==> config.mk <==
export PLATFORM = sky130hd
export DESIGN_NAME = sample_feeder_flat
export DESIGN_NICKNAME = d
export VERILOG_FILES = /design/src/rtl/sample_feeder_if.sv /design/src/rtl/sample_feeder.sv /design/src/flat_wrapper.sv
export SDC_FILE = /design/constraint.sdc
export NUM_CORES = 1
export LEC_CHECK = 0
export CORE_MARGIN = 10
export CORE_UTILIZATION = 31
export DETAILED_ROUTE_END_ITERATION = 8
export PLACE_DENSITY_LB_ADDON = 0.12
export SKIP_LAST_GASP = 1
export SLEW_MARGIN = 10
export SYNTH_ARGS = -nofsm -noshare
export SYNTH_HDL_FRONTEND = slang
export SYNTH_SLANG_ARGS = --single-unit
==> constraint.sdc <==
create_clock -name clk -period 2.2 [get_ports clk]
set_input_delay 0.44 -clock clk [delete_from_list [all_inputs] [get_ports clk]]
set_output_delay 0.44 -clock clk [all_outputs]
set_load 0.05 [all_outputs]
==> src/rtl/sample_feeder_if.sv <==
// Sample feeder bus: training-run control, neuron handshake, sample memory
// port and run status, seen from the feeder (slave) and its user (master).
interface sample_feeder_if #(
  parameter int DATA_W  = 8,
  parameter int ADDR_W  = 2,
  parameter int EPOCH_W = 8
);
  logic                start;
  logic                req;
  logic                upd;
  logic [ADDR_W-1:0]   mem_addr;
  logic [2*DATA_W:0]   mem_rdata;
  logic [DATA_W-1:0]   x1;
  logic [DATA_W-1:0]   x2;
  logic                t;
  logic                data_ready;
  logic                eof;
  logic                end_flag;
  logic [EPOCH_W-1:0]  epoch_cnt;
  logic                busy;
  logic                done;

  modport master (
    output start, req, upd, mem_rdata,
    input  mem_addr, x1, x2, t, data_ready, eof, end_flag, epoch_cnt, busy, done
  );

  modport slave (
    input  start, req, upd, mem_rdata,
    output mem_addr, x1, x2, t, data_ready, eof, end_flag, epoch_cnt, busy, done
  );
endinterface

==> src/rtl/sample_feeder.sv <==
// Sample feeder: walks a small sample memory once per epoch, handing one
// {t, x1, x2} sample to the neuron per request, and repeats epochs while the
// neuron keeps updating its weights, up to an epoch limit.
module sample_feeder #(
  parameter int DATA_W     = 8,
  parameter int ADDR_W     = 2,
  parameter int N_SAMPLES  = 4,
  parameter int EPOCH_W    = 8,
  parameter int MAX_EPOCHS = 16
) (
  input  logic           clk,
  input  logic           rst,
  sample_feeder_if.slave bus
);

  typedef enum logic [2:0] {IDLE, WAIT_REQ, READ, LATCH, READY, DONE} state_t;

  localparam logic [ADDR_W-1:0]  LAST_IDX   = ADDR_W'(N_SAMPLES - 1);
  localparam logic [ADDR_W-1:0]  IDX_ONE    = ADDR_W'(1);
  localparam logic [EPOCH_W:0]   EPOCH_ONE  = (EPOCH_W + 1)'(1);
  localparam logic [EPOCH_W:0]   MAX_EP     = (EPOCH_W + 1)'(MAX_EPOCHS);
  localparam logic [EPOCH_W-1:0] LAST_EPOCH = EPOCH_W'(MAX_EPOCHS - 1);

  state_t              state_q, state_d;
  logic [ADDR_W-1:0]   idx_q, idx_d;
  logic [EPOCH_W-1:0]  epoch_q, epoch_d;
  logic [EPOCH_W:0]    epochInc;
  logic                dirty_q, dirty_d;
  logic [DATA_W-1:0]   x1_q, x2_q;
  logic                t_q, eof_q;
  logic                data_ready_q, end_flag_q, busy_q, done_q;

  function automatic logic isBusy(input state_t s);
    return (s == WAIT_REQ) || (s == READ) || (s == LATCH) || (s == READY);
  endfunction

  // Next-state, sample index, epoch count and weight-update tracking.
  always_comb begin
    state_d  = state_q;
    idx_d    = idx_q;
    epoch_d  = epoch_q;
    dirty_d  = dirty_q;
    epochInc = {1'b0, epoch_q} + EPOCH_ONE;
    if (bus.upd && isBusy(state_q)) dirty_d = 1'b1;
    case (state_q)
      IDLE, DONE: begin
        if (bus.start) begin
          state_d = WAIT_REQ;
          idx_d   = '0;
          epoch_d = '0;
          dirty_d = 1'b0;
        end
      end
      WAIT_REQ: begin
        if (bus.req) begin
          state_d = READ;
          if (idx_q == '0) dirty_d = bus.upd;
        end
      end
      READ:  state_d = LATCH;
      LATCH: state_d = READY;
      READY: begin
        if (idx_q == LAST_IDX) begin
          idx_d   = '0;
          epoch_d = epochInc[EPOCH_W-1:0];
        end else begin
          idx_d = idx_q + IDX_ONE;
        end
        if (eof_q && ((epochInc >= MAX_EP) || !(dirty_q || bus.upd))) state_d = DONE;
        else state_d = WAIT_REQ;
      end
      default: state_d = IDLE;
    endcase
  end

  // State register plus registered sample and status outputs.
  always_ff @(posedge clk or posedge rst) begin
    if (rst) begin
      state_q      <= IDLE;
      idx_q        <= '0;
      epoch_q      <= '0;
      dirty_q      <= 1'b0;
      x1_q         <= '0;
      x2_q         <= '0;
      t_q          <= 1'b0;
      eof_q        <= 1'b0;
      data_ready_q <= 1'b0;
      end_flag_q   <= 1'b0;
      busy_q       <= 1'b0;
      done_q       <= 1'b0;
    end else begin
      state_q <= state_d;
      idx_q   <= idx_d;
      epoch_q <= epoch_d;
      dirty_q <= dirty_d;
      if (state_q == LATCH) begin
        t_q   <= bus.mem_rdata[2*DATA_W];
        x1_q  <= bus.mem_rdata[2*DATA_W-1:DATA_W];
        x2_q  <= bus.mem_rdata[DATA_W-1:0];
        eof_q <= (idx_q == LAST_IDX);
      end
      data_ready_q <= (state_d == READY);
      end_flag_q   <= dirty_q && (epoch_q < LAST_EPOCH);
      busy_q       <= isBusy(state_d);
      done_q       <= (state_d == DONE);
    end
  end

  assign bus.mem_addr   = idx_q;
  assign bus.x1         = x1_q;
  assign bus.x2         = x2_q;
  assign bus.t          = t_q;
  assign bus.eof        = eof_q;
  assign bus.data_ready = data_ready_q;
  assign bus.end_flag   = end_flag_q;
  assign bus.epoch_cnt  = epoch_q;
  assign bus.busy       = busy_q;
  assign bus.done       = done_q;

endmodule
==> src/flat_wrapper.sv <==
// flat-port wrapper written by rule: the top's interface ports become plain ports
module sample_feeder_flat 
#(
  parameter int DATA_W     = 8,
  parameter int ADDR_W     = 2,
  parameter int N_SAMPLES  = 4,
  parameter int EPOCH_W    = 8,
  parameter int MAX_EPOCHS = 16
)
  (clk, rst, bus_start, bus_req, bus_upd, bus_mem_rdata, bus_mem_addr, bus_x1, bus_x2, bus_t, bus_data_ready, bus_eof, bus_end_flag, bus_epoch_cnt, bus_busy, bus_done);
  sample_feeder_if #(.DATA_W(DATA_W), .ADDR_W(ADDR_W), .EPOCH_W(EPOCH_W)) bus_i ();
  input  logic clk;
  input  logic rst;
  input wire logic [$bits(bus_i.start)-1:0] bus_start;
  input wire logic [$bits(bus_i.req)-1:0] bus_req;
  input wire logic [$bits(bus_i.upd)-1:0] bus_upd;
  input wire logic [$bits(bus_i.mem_rdata)-1:0] bus_mem_rdata;
  output wire logic [$bits(bus_i.mem_addr)-1:0] bus_mem_addr;
  output wire logic [$bits(bus_i.x1)-1:0] bus_x1;
  output wire logic [$bits(bus_i.x2)-1:0] bus_x2;
  output wire logic [$bits(bus_i.t)-1:0] bus_t;
  output wire logic [$bits(bus_i.data_ready)-1:0] bus_data_ready;
  output wire logic [$bits(bus_i.eof)-1:0] bus_eof;
  output wire logic [$bits(bus_i.end_flag)-1:0] bus_end_flag;
  output wire logic [$bits(bus_i.epoch_cnt)-1:0] bus_epoch_cnt;
  output wire logic [$bits(bus_i.busy)-1:0] bus_busy;
  output wire logic [$bits(bus_i.done)-1:0] bus_done;
  assign bus_i.start = bus_start;
  assign bus_i.req = bus_req;
  assign bus_i.upd = bus_upd;
  assign bus_i.mem_rdata = bus_mem_rdata;
  assign bus_mem_addr = bus_i.mem_addr;
  assign bus_x1 = bus_i.x1;
  assign bus_x2 = bus_i.x2;
  assign bus_t = bus_i.t;
  assign bus_data_ready = bus_i.data_ready;
  assign bus_eof = bus_i.eof;
  assign bus_end_flag = bus_i.end_flag;
  assign bus_epoch_cnt = bus_i.epoch_cnt;
  assign bus_busy = bus_i.busy;
  assign bus_done = bus_i.done;
  sample_feeder #(.DATA_W(DATA_W), .ADDR_W(ADDR_W), .N_SAMPLES(N_SAMPLES), .EPOCH_W(EPOCH_W), .MAX_EPOCHS(MAX_EPOCHS)) u_core (.clk(clk), .rst(rst), .bus(bus_i));
endmodule
# After elaboration in Yosys (flattened, before gate mapping)
# Cells that the tools add are included.
# Widths: inputs -> output; s select.
# word_totals
register_bits,36
inputBits,22
out_inout_bits,32
word_cells,62
# classes
n_addsub,2
magnitude_cmp,2
eq_ne,13
n_mux,15
n_reduce_logical,18
# op_table
cell,count
$mux 8,2
$pmux 8 s2,1
$pmux 3 s5,1
$eq 3x2->1 const B,4
$eq 3x3->1 const B,4
$add 8x1->9 const B,1
$ge 9x5->1 const B,1
$mux 3,3
$logic_or 1x1->1,8
$lt 8x4->1 const B,1
$eq 3x1->1 const B,2
$mux 1,4
$mux 2,2
$ne 2x2->1 const B,2
$pmux 2 s2,1
$logic_and 1x1->1,3
$logic_not 3->1,1
$reduce_and 3->1,1
$add 2x1->2 const B,1
$eq 2x2->1 const B,1
$logic_not 2->1,1
$pmux 1 s2,1
$reduce_and 2->1,1
$reduce_bool 2->1,1
other kinds (2),2

# Logic depth before layout (Yosys ltp)
# Gate-level depths: netlist (run 1).
# depth
ltp_word,10
depth_mapped,7

# Worst setup path after synthesis (run 1)
# No wires, ideal clock.
# synth_timing
kind,register -> register
startpoint,register u_core.epoch_q[0] (netlist: u_core.bus.epoch_cnt[0])
endpoint,register u_core.done_q (netlist: u_core.bus.done)
setup_time_ns,0.132
t_arrival_ns,1.960
required_ns,2.068
slack_ns,0.108
stages_incl_launch_ff,7
synth_period_minus_slack_ns,2.092
path_cell_list,dfrtp_1 > ha_1 > and3_4 > nand3_1 > mux2_4 > a2111oi_2 > nor2_1
# synth_via
elab_chain_len,7
# synth_rtl
item,line_no,text
from (decl),sample_feeder.sv:26,"logic [EPOCH_W-1:0] epoch_q, epoch_d;"
from (signal assigned),sample_feeder.sv:94,epoch_q <= epoch_d;
$add 8x1->9,sample_feeder.sv:43,"epochInc = {1'b0, epoch_q} + EPOCH_ONE;"
$ge 9x5->1,sample_feeder.sv:69,if (eof_q && ((epochInc >= MAX_EP) || !(dirty_q || bus.upd))) state_d = DONE;
$logic_or 1x1->1,sample_feeder.sv:69,
$logic_and 1x1->1,sample_feeder.sv:69,
$mux 3,sample_feeder.sv:69,
$pmux 3 s5,sample_feeder.sv:45,case (state_q)
$eq 3x3->1,sample_feeder.sv:105,done_q <= (state_d == DONE);
to (signal assigned),sample_feeder.sv:105,
to (decl),sample_feeder.sv:31,"logic data_ready_q, end_flag_q, busy_q, done_q;"
# Every way passes these cells.
# A chain may end at the register's enable or synchronous reset.

# Final worst setup path (run 1)
# layout_timing
startpoint,register u_core.epoch_q[4] (netlist: u_core.bus.epoch_cnt[4])
endpoint,output bus_epoch_cnt[4]
# layout_rtl
item,line_no,text
to (decl),flat_wrapper.sv:25,output wire logic [$bits(bus_i.epoch_cnt)-1:0] bus_epoch_cnt;
# No word-level cell between the ends.

==> impl_metrics.tcl, run 1 <==
set metrics [dict create \
    outcome "completed" \
    min-delay-start "u_core.bus.t" \
    num_vias 1475 \
    crit_path_start_kind "flip-flop" \
    r2r_end "u_core.bus.done" \
    num_io_pins 54 \
    ys_types 42 \
    p_per_area_nw_per_um2 1350 \
    placed_area_um2 2370 \
    cp-end-kind "primary output" \
    core_um2 5470 \
    m1WireLength_um 2170 \
    arrival_ps 1650 \
    hold_class "reg2reg" \
    fin_crit_ps 2090 \
    reg2reg_from "u_core.bus.epoch_cnt[0]" \
    synth_seq_cells 36 \
    slowest_stage "clkdlybuf4s50_1" \
    grt_pass1_wl_um 7680 \
    synth_nets 215 \
    fin_area_um2 2500 \
    syn_area_per_cell_um2 9.22 \
    wl_met3_um 306 \
    synthFlopType "dfrtp_1" \
    setup_viol 0 \
    wire_per_inst_um 14.7 \
    ant_nets 0 \
    rrSetupSlack_ps 310 \
    fin_crit_sh 0.950 \
    regArea_um2 901 \
    synth_edf_count 0 \
    hold_depth 2 \
    min_to "u_core.bus.t" \
    synthCells 189 \
    global_route.usage.total 0.108 \
    clk_latency_ps 290 \
    dr.pass1.iters 4 \
    grt_max_degree 37 \
    rsz0062_at_grt "no" \
    cpLargestDelayFamily "buffers and inverters" \
    async_flop_share 1.00 \
    crit_type "reg2out" \
    cts_resized 0 \
    initial_core_util 0.318 \
    rows 27 \
    antenna_found_initial 0 \
    drt_wl_total_um 4700 \
    insertedDiodeCount 0 \
    syn2layout_area_growth_pct 43.2 \
    drv_cap 0 \
    ys_seq_area_frac 0.517 \
    post-cts-setup-buffers 0 \
    wl_met2_um 2180 \
    numCtsBuffers 5 \
    hpwl_um 3360 \
    drc 0 \
    critical_path_required_ps 1760 \
    viasPerCell 4.61 \
    power.leakage_nw 1.13 \
    tns_ps 0 \
    worst_slew_pin_slew_ps 527 \
    dieArea_um2 9020 \
    multi_input_area_um2 772 \
    cts.hold.buffers_added 0 \
    slew_headroom 0.647 \
    htree_levels 2 \
    vdd_drop_max_v 0.000531 \
    fill_cells 568 \
    ys_warn_count 0 \
    syn-cell-area_um2 1740 \
    ctsRootBufferMaster "clkbuf_8" \
    rr_worst_depth 6 \
    gp_congestion 0.779 \
    drive_above_1_share 0.105 \
    die_w_um 95.0 \
    chipHeight_um 95.0 \
    finalNetCount 273 \
    gr-total-overflow 0 \
    final_max_slew_viol_count 0 \
    top_layer_used "met4" \
    slowest_delay_ps 860 \
    timing.fmax_mhz 478 \
    worstPathMaxFanout 7 \
    grt_pass1_vias 1487 \
    clock_skew_ps 2.89 \
    portBuffers 53 \
    cts_tree "done" \
    hold_viol_final 0 \
    crit_buf_inv 1 \
    clk_pin_slew_ps 70 \
    cp_cell_sequence "clkdlybuf4s50_1" \
    drt-initial-drc-count 43 \
    ctsLongestPathBuffers 2 \
    cts_sinks 36 \
]
==> through the flow <==
stage          hold slack [ps]  utilization  setup slack [ps]  power (mW)  std cells
4_1_cts                    480        0.456               108        3.44        320
6_report                   474        0.456               110        3.38        320
3_5_place_dp               461        0.433               209        2.78        312
3_3_place_gp               458        0.433               216        2.77        312
2_1_floorplan              493            -               108        2.19        189
5_1_grt                    504        0.456              86.6        3.61        320
==> power breakdown <==
part | switching (mW) | internal [mW]
clock | 0.243 | 0.400
sequential | 0.177 | 0.883
combinational | 1.11 | 0.567
total | 1.53 | 1.85
==> routing by layer <==
metal,GRT usage,vias to the layer above
met5,0,-
met4,0.0411,0
met3,0.0404,5
met2,0.160,35
met1,0.140,678
li1,-,757
==> worst max-delay path by stage <==
stage          cells past startpoint                    start                endpoint
6_report                           1  u_core.bus.epoch_cnt[4]        bus_epoch_cnt[4]
5_1_grt                            1  u_core.bus.epoch_cnt[0]        bus_epoch_cnt[0]
4_1_cts                            1  u_core.bus.epoch_cnt[4]        bus_epoch_cnt[4]
3_5_place_dp                       4                bus_start  u_core.bus.mem_addr[0]
3_3_place_gp                       4                bus_start  u_core.bus.mem_addr[0]
2_1_floorplan                      6  u_core.bus.epoch_cnt[0]         u_core.bus.done
==> synthesized netlist by cell type, types with 2 or more instances <==
library cell / count / area, um2
a211oi_1: 2 / 15.0
a21oi_1: 7 / 35.0
a22o_1: 2 / 17.5
a31oi_1: 2 / 12.5
and3_1: 3 / 18.8
buf_2: 8 / 40.0
dfrtp_1: 36 / 901
ha_1: 4 / 50.1
inv_1: 5 / 18.8
nand2_1: 59 / 221
nand2b_1: 2 / 12.5
nand3_1: 5 / 25.0
nor2_1: 9 / 33.8
o21ai_0: 13 / 65.1
o31ai_1: 5 / 37.5
==> state kept, by name, summed over array words and instances (netlist names) <==
signal                 count
u_core.bus.done            1
u_core.bus.mem_addr        2
u_core.bus.x2              8
u_core.bus.data_ready      1
u_core.bus.eof             1
u_core.bus.end_flag        1
u_core.bus.t               1
u_core.bus.epoch_cnt       8
u_core.bus.x1              8
u_core.dirty_q             1
u_core.state_q             3
u_core.bus.busy            1
==> kinds of logic after synthesis <==
kind of cell | count (synthesis) | synth area share
AOI/OAI and AO/OA | 39 | 0.150
buffers and inverters | 16 | 0.0402
adders and majority gates | 4 | 0.0287
and+or+nand+nor | 90 | 0.238
xor gates and xnor gates | 1 | 0.00503
DFF | 36 | 0.517
muxes | 3 | 0.0208
==> cell usage in the layout (no fill, tap or decap), types with 2 or more instances in the layout <==
| cell | n |
|---|---|
| o31ai_1 | 5 |
| and3_1 | 3 |
| clkbuf_8 | 7 |
| a31oi_1 | 2 |
| nand2b_1 | 2 |
| buf_4 | 8 |
| a21oi_1 | 7 |
| inv_1 | 5 |
| dfrtp_1 | 36 |
| clkdlybuf4s50_1 | 52 |
| a22o_1 | 2 |
| nor2_1 | 9 |
| nand3_1 | 5 |
| o21ai_0 | 13 |
| a211oi_1 | 2 |
| nand2_1 | 59 |
| ha_1 | 4 |
==> cell type report <==
cell class,instances,share of cell area
timing repair buffer,60,0.233
tap,72,0.0361
clock inverter,1,0.0120
clock buffer,7,0.0386
inverter,7,0.0105
multi-input combinational,137,0.309
sequential,36,0.361
No activity file was read; power rests on OpenSTA's default activity.
==> run 2: changes to the inputs <==
--- a/config.mk
+++ b/config.mk
@@ -5,9 +5,12 @@
 export SDC_FILE = /design/constraint.sdc
 export NUM_CORES = 1
 export LEC_CHECK = 0
+export CAP_MARGIN = 10
 export CORE_MARGIN = 10
 export CORE_UTILIZATION = 31
 export DETAILED_ROUTE_END_ITERATION = 8
+export DONT_BUFFER_PORTS = 1
+export HOLD_SLACK_MARGIN = 0.08
 export PLACE_DENSITY_LB_ADDON = 0.12
 export SKIP_LAST_GASP = 1
 export SLEW_MARGIN = 10
==> impl_metrics.tcl, run 2 (synthesis results as in run 1) <==
set metrics [dict create \
    worstPathMaxFanout 6 \
    vdd_drop_max_v 0.000442 \
    die_w_um 95.0 \
    slowest_delay_ps 430 \
    gp_congestion 0.805 \
    hold_viol_final 0 \
    cts.hold.buffers_added 0 \
    syn2layout_area_growth_pct 15.9 \
    drt-initial-drc-count 25 \
    fin_area_um2 2020 \
    drive_above_1_share 0.167 \
    initial_core_util 0.318 \
    crit_type "reg2reg" \
    crit_buf_inv 0 \
    post-cts-setup-buffers 0 \
    final_max_slew_viol_count 0 \
    drc 0 \
    antenna_found_initial 0 \
    insertedDiodeCount 0 \
    chipHeight_um 95.0 \
    placed_area_um2 1910 \
    wire_per_inst_um 16.3 \
    htree_levels 2 \
    portBuffers 0 \
    grt_pass1_vias 1351 \
    fin_crit_ps 1840 \
    rsz0062_at_grt "no" \
    cts_sinks 36 \
    grt_max_degree 37 \
    timing.fmax_mhz 543 \
    ant_nets 0 \
    grt_pass1_wl_um 7070 \
    clk_pin_slew_ps 70 \
    finalPower_mw 2.95 \
    seq_power_share 0.582 \
    intPower_mw 1.46 \
    finalNetCount 229 \
    crit_path_start_kind "flip-flop" \
    worst_slew_pin_slew_ps 514 \
    num_vias 1393 \
    outcome "completed" \
    swShare 0.505 \
    arrival_ps 2010 \
    critical_path_required_ps 2370 \
    p_per_area_nw_per_um2 1460 \
    cp_cell_sequence "ha_1 -> and3_4 -> nand3_1 -> mux2_4 -> a2111oi_2 -> nor2_1" \
    viasPerCell 5.05 \
    drt_wl_total_um 4500 \
    num_io_pins 54 \
    ctsRootBufferMaster "clkbuf_8" \
    cts_tree "done" \
    power.leakage_nw 0.964 \
    dr.pass1.iters 4 \
    hpwl_um 3380 \
    slowest_stage "dfrtp_1" \
    fill_cells 567 \
    cpLargestDelayFamily "simple AND/OR/NAND/NOR gates" \
    rows 27 \
    cts_resized 0 \
    fin_crit_sh 0.837 \
    ctsLongestPathBuffers 2 \
    cp-end-kind "flip-flop" \
    gr-total-overflow 0 \
    global_route.usage.total 0.101 \
    slew_headroom 0.657 \
    mostFrequentLayoutCells "59 x nand2_1, 36 x dfrtp_1, 16 x buf_4" \
    hold_class "in2async" \
    clock_skew_ps 2.86 \
    final_common_cell "nand2_1" \
    dieArea_um2 9020 \
    setup_viol 0 \
    combinationalPowerShare 0.221 \
    fin_util 0.369 \
    drv_cap 0 \
    core_um2 5470 \
    numCtsBuffers 5 \
    switching_power_mw 1.49 \
    tns_ps 0 \
    clk_latency_ps 290 \
    pwr-share-clk 0.197 \
]
==> run 2: changes by cell type in the layout (fill, tap and decap cells not counted) <==
cell and change:
clkdlybuf4s50_1 -52, clkbuf_8 -2, clkinv_2 +1, clkinvlp_4 +1
buf_4 +8
==> run 2: stage by stage <==
stage | instances | hold WS (ps) | setup WS (ps)
3_5_place_dp | 268 | 480 | 361
4_1_cts | 276 | 159 | 348
6_report | 276 | 143 | 360
2_1_floorplan | 189 | 493 | 108
5_1_grt | 276 | 178 | 250
3_3_place_gp | 268 | 465 | 414
==> run 2: final cells by class <==
class                   count  area, um2  share of cell area
clock buffers               5       68.8              0.0341
repair buffers             16        120              0.0594
clock inverters             3       42.5              0.0211
flip-flops and latches     36        901               0.446
inverters                   7       26.3              0.0130
multi-input cells         137        772               0.382
well taps                  72       90.1              0.0446
==> run 2: power by group through the flow <==
stage | combinational (mW) | sequential, mW | clock [mW]
2_1_floorplan | 0.519 | 1.67 | 0
3_3_place_gp | 0.638 | 1.74 | 0
3_5_place_dp | 0.666 | 1.75 | 0
4_1_cts | 0.669 | 1.73 | 0.609
5_1_grt | 0.776 | 1.76 | 0.637
6_report | 0.654 | 1.72 | 0.581
==> run 2: worst paths after layout <==
path | from | end | slack [ps] | depth (start not counted)
max | u_core.bus.epoch_cnt[1] | u_core.bus.done | 360 | 6
min | rst | u_core.bus.x2[7] | 140 | 2
max reg2reg | u_core.bus.epoch_cnt[1] | u_core.bus.done | 360 | 6
min reg2reg | u_core.dirty_q | u_core.dirty_q | 600 | 2
max in group asynchronous | rst | u_core.bus.x1[7] | 1720 | 2
min in group clk | bus_mem_rdata[5] | u_core.bus.x2[5] | 250 | 2
==> run 2: routing by layer <==
layer | track usage | routed length, um
met2 | 0.157 | 2180
met4 | 0.0387 | 61
met1 | 0.120 | 1890
met5 | 0 | 0
met3 | 0.0436 | 360
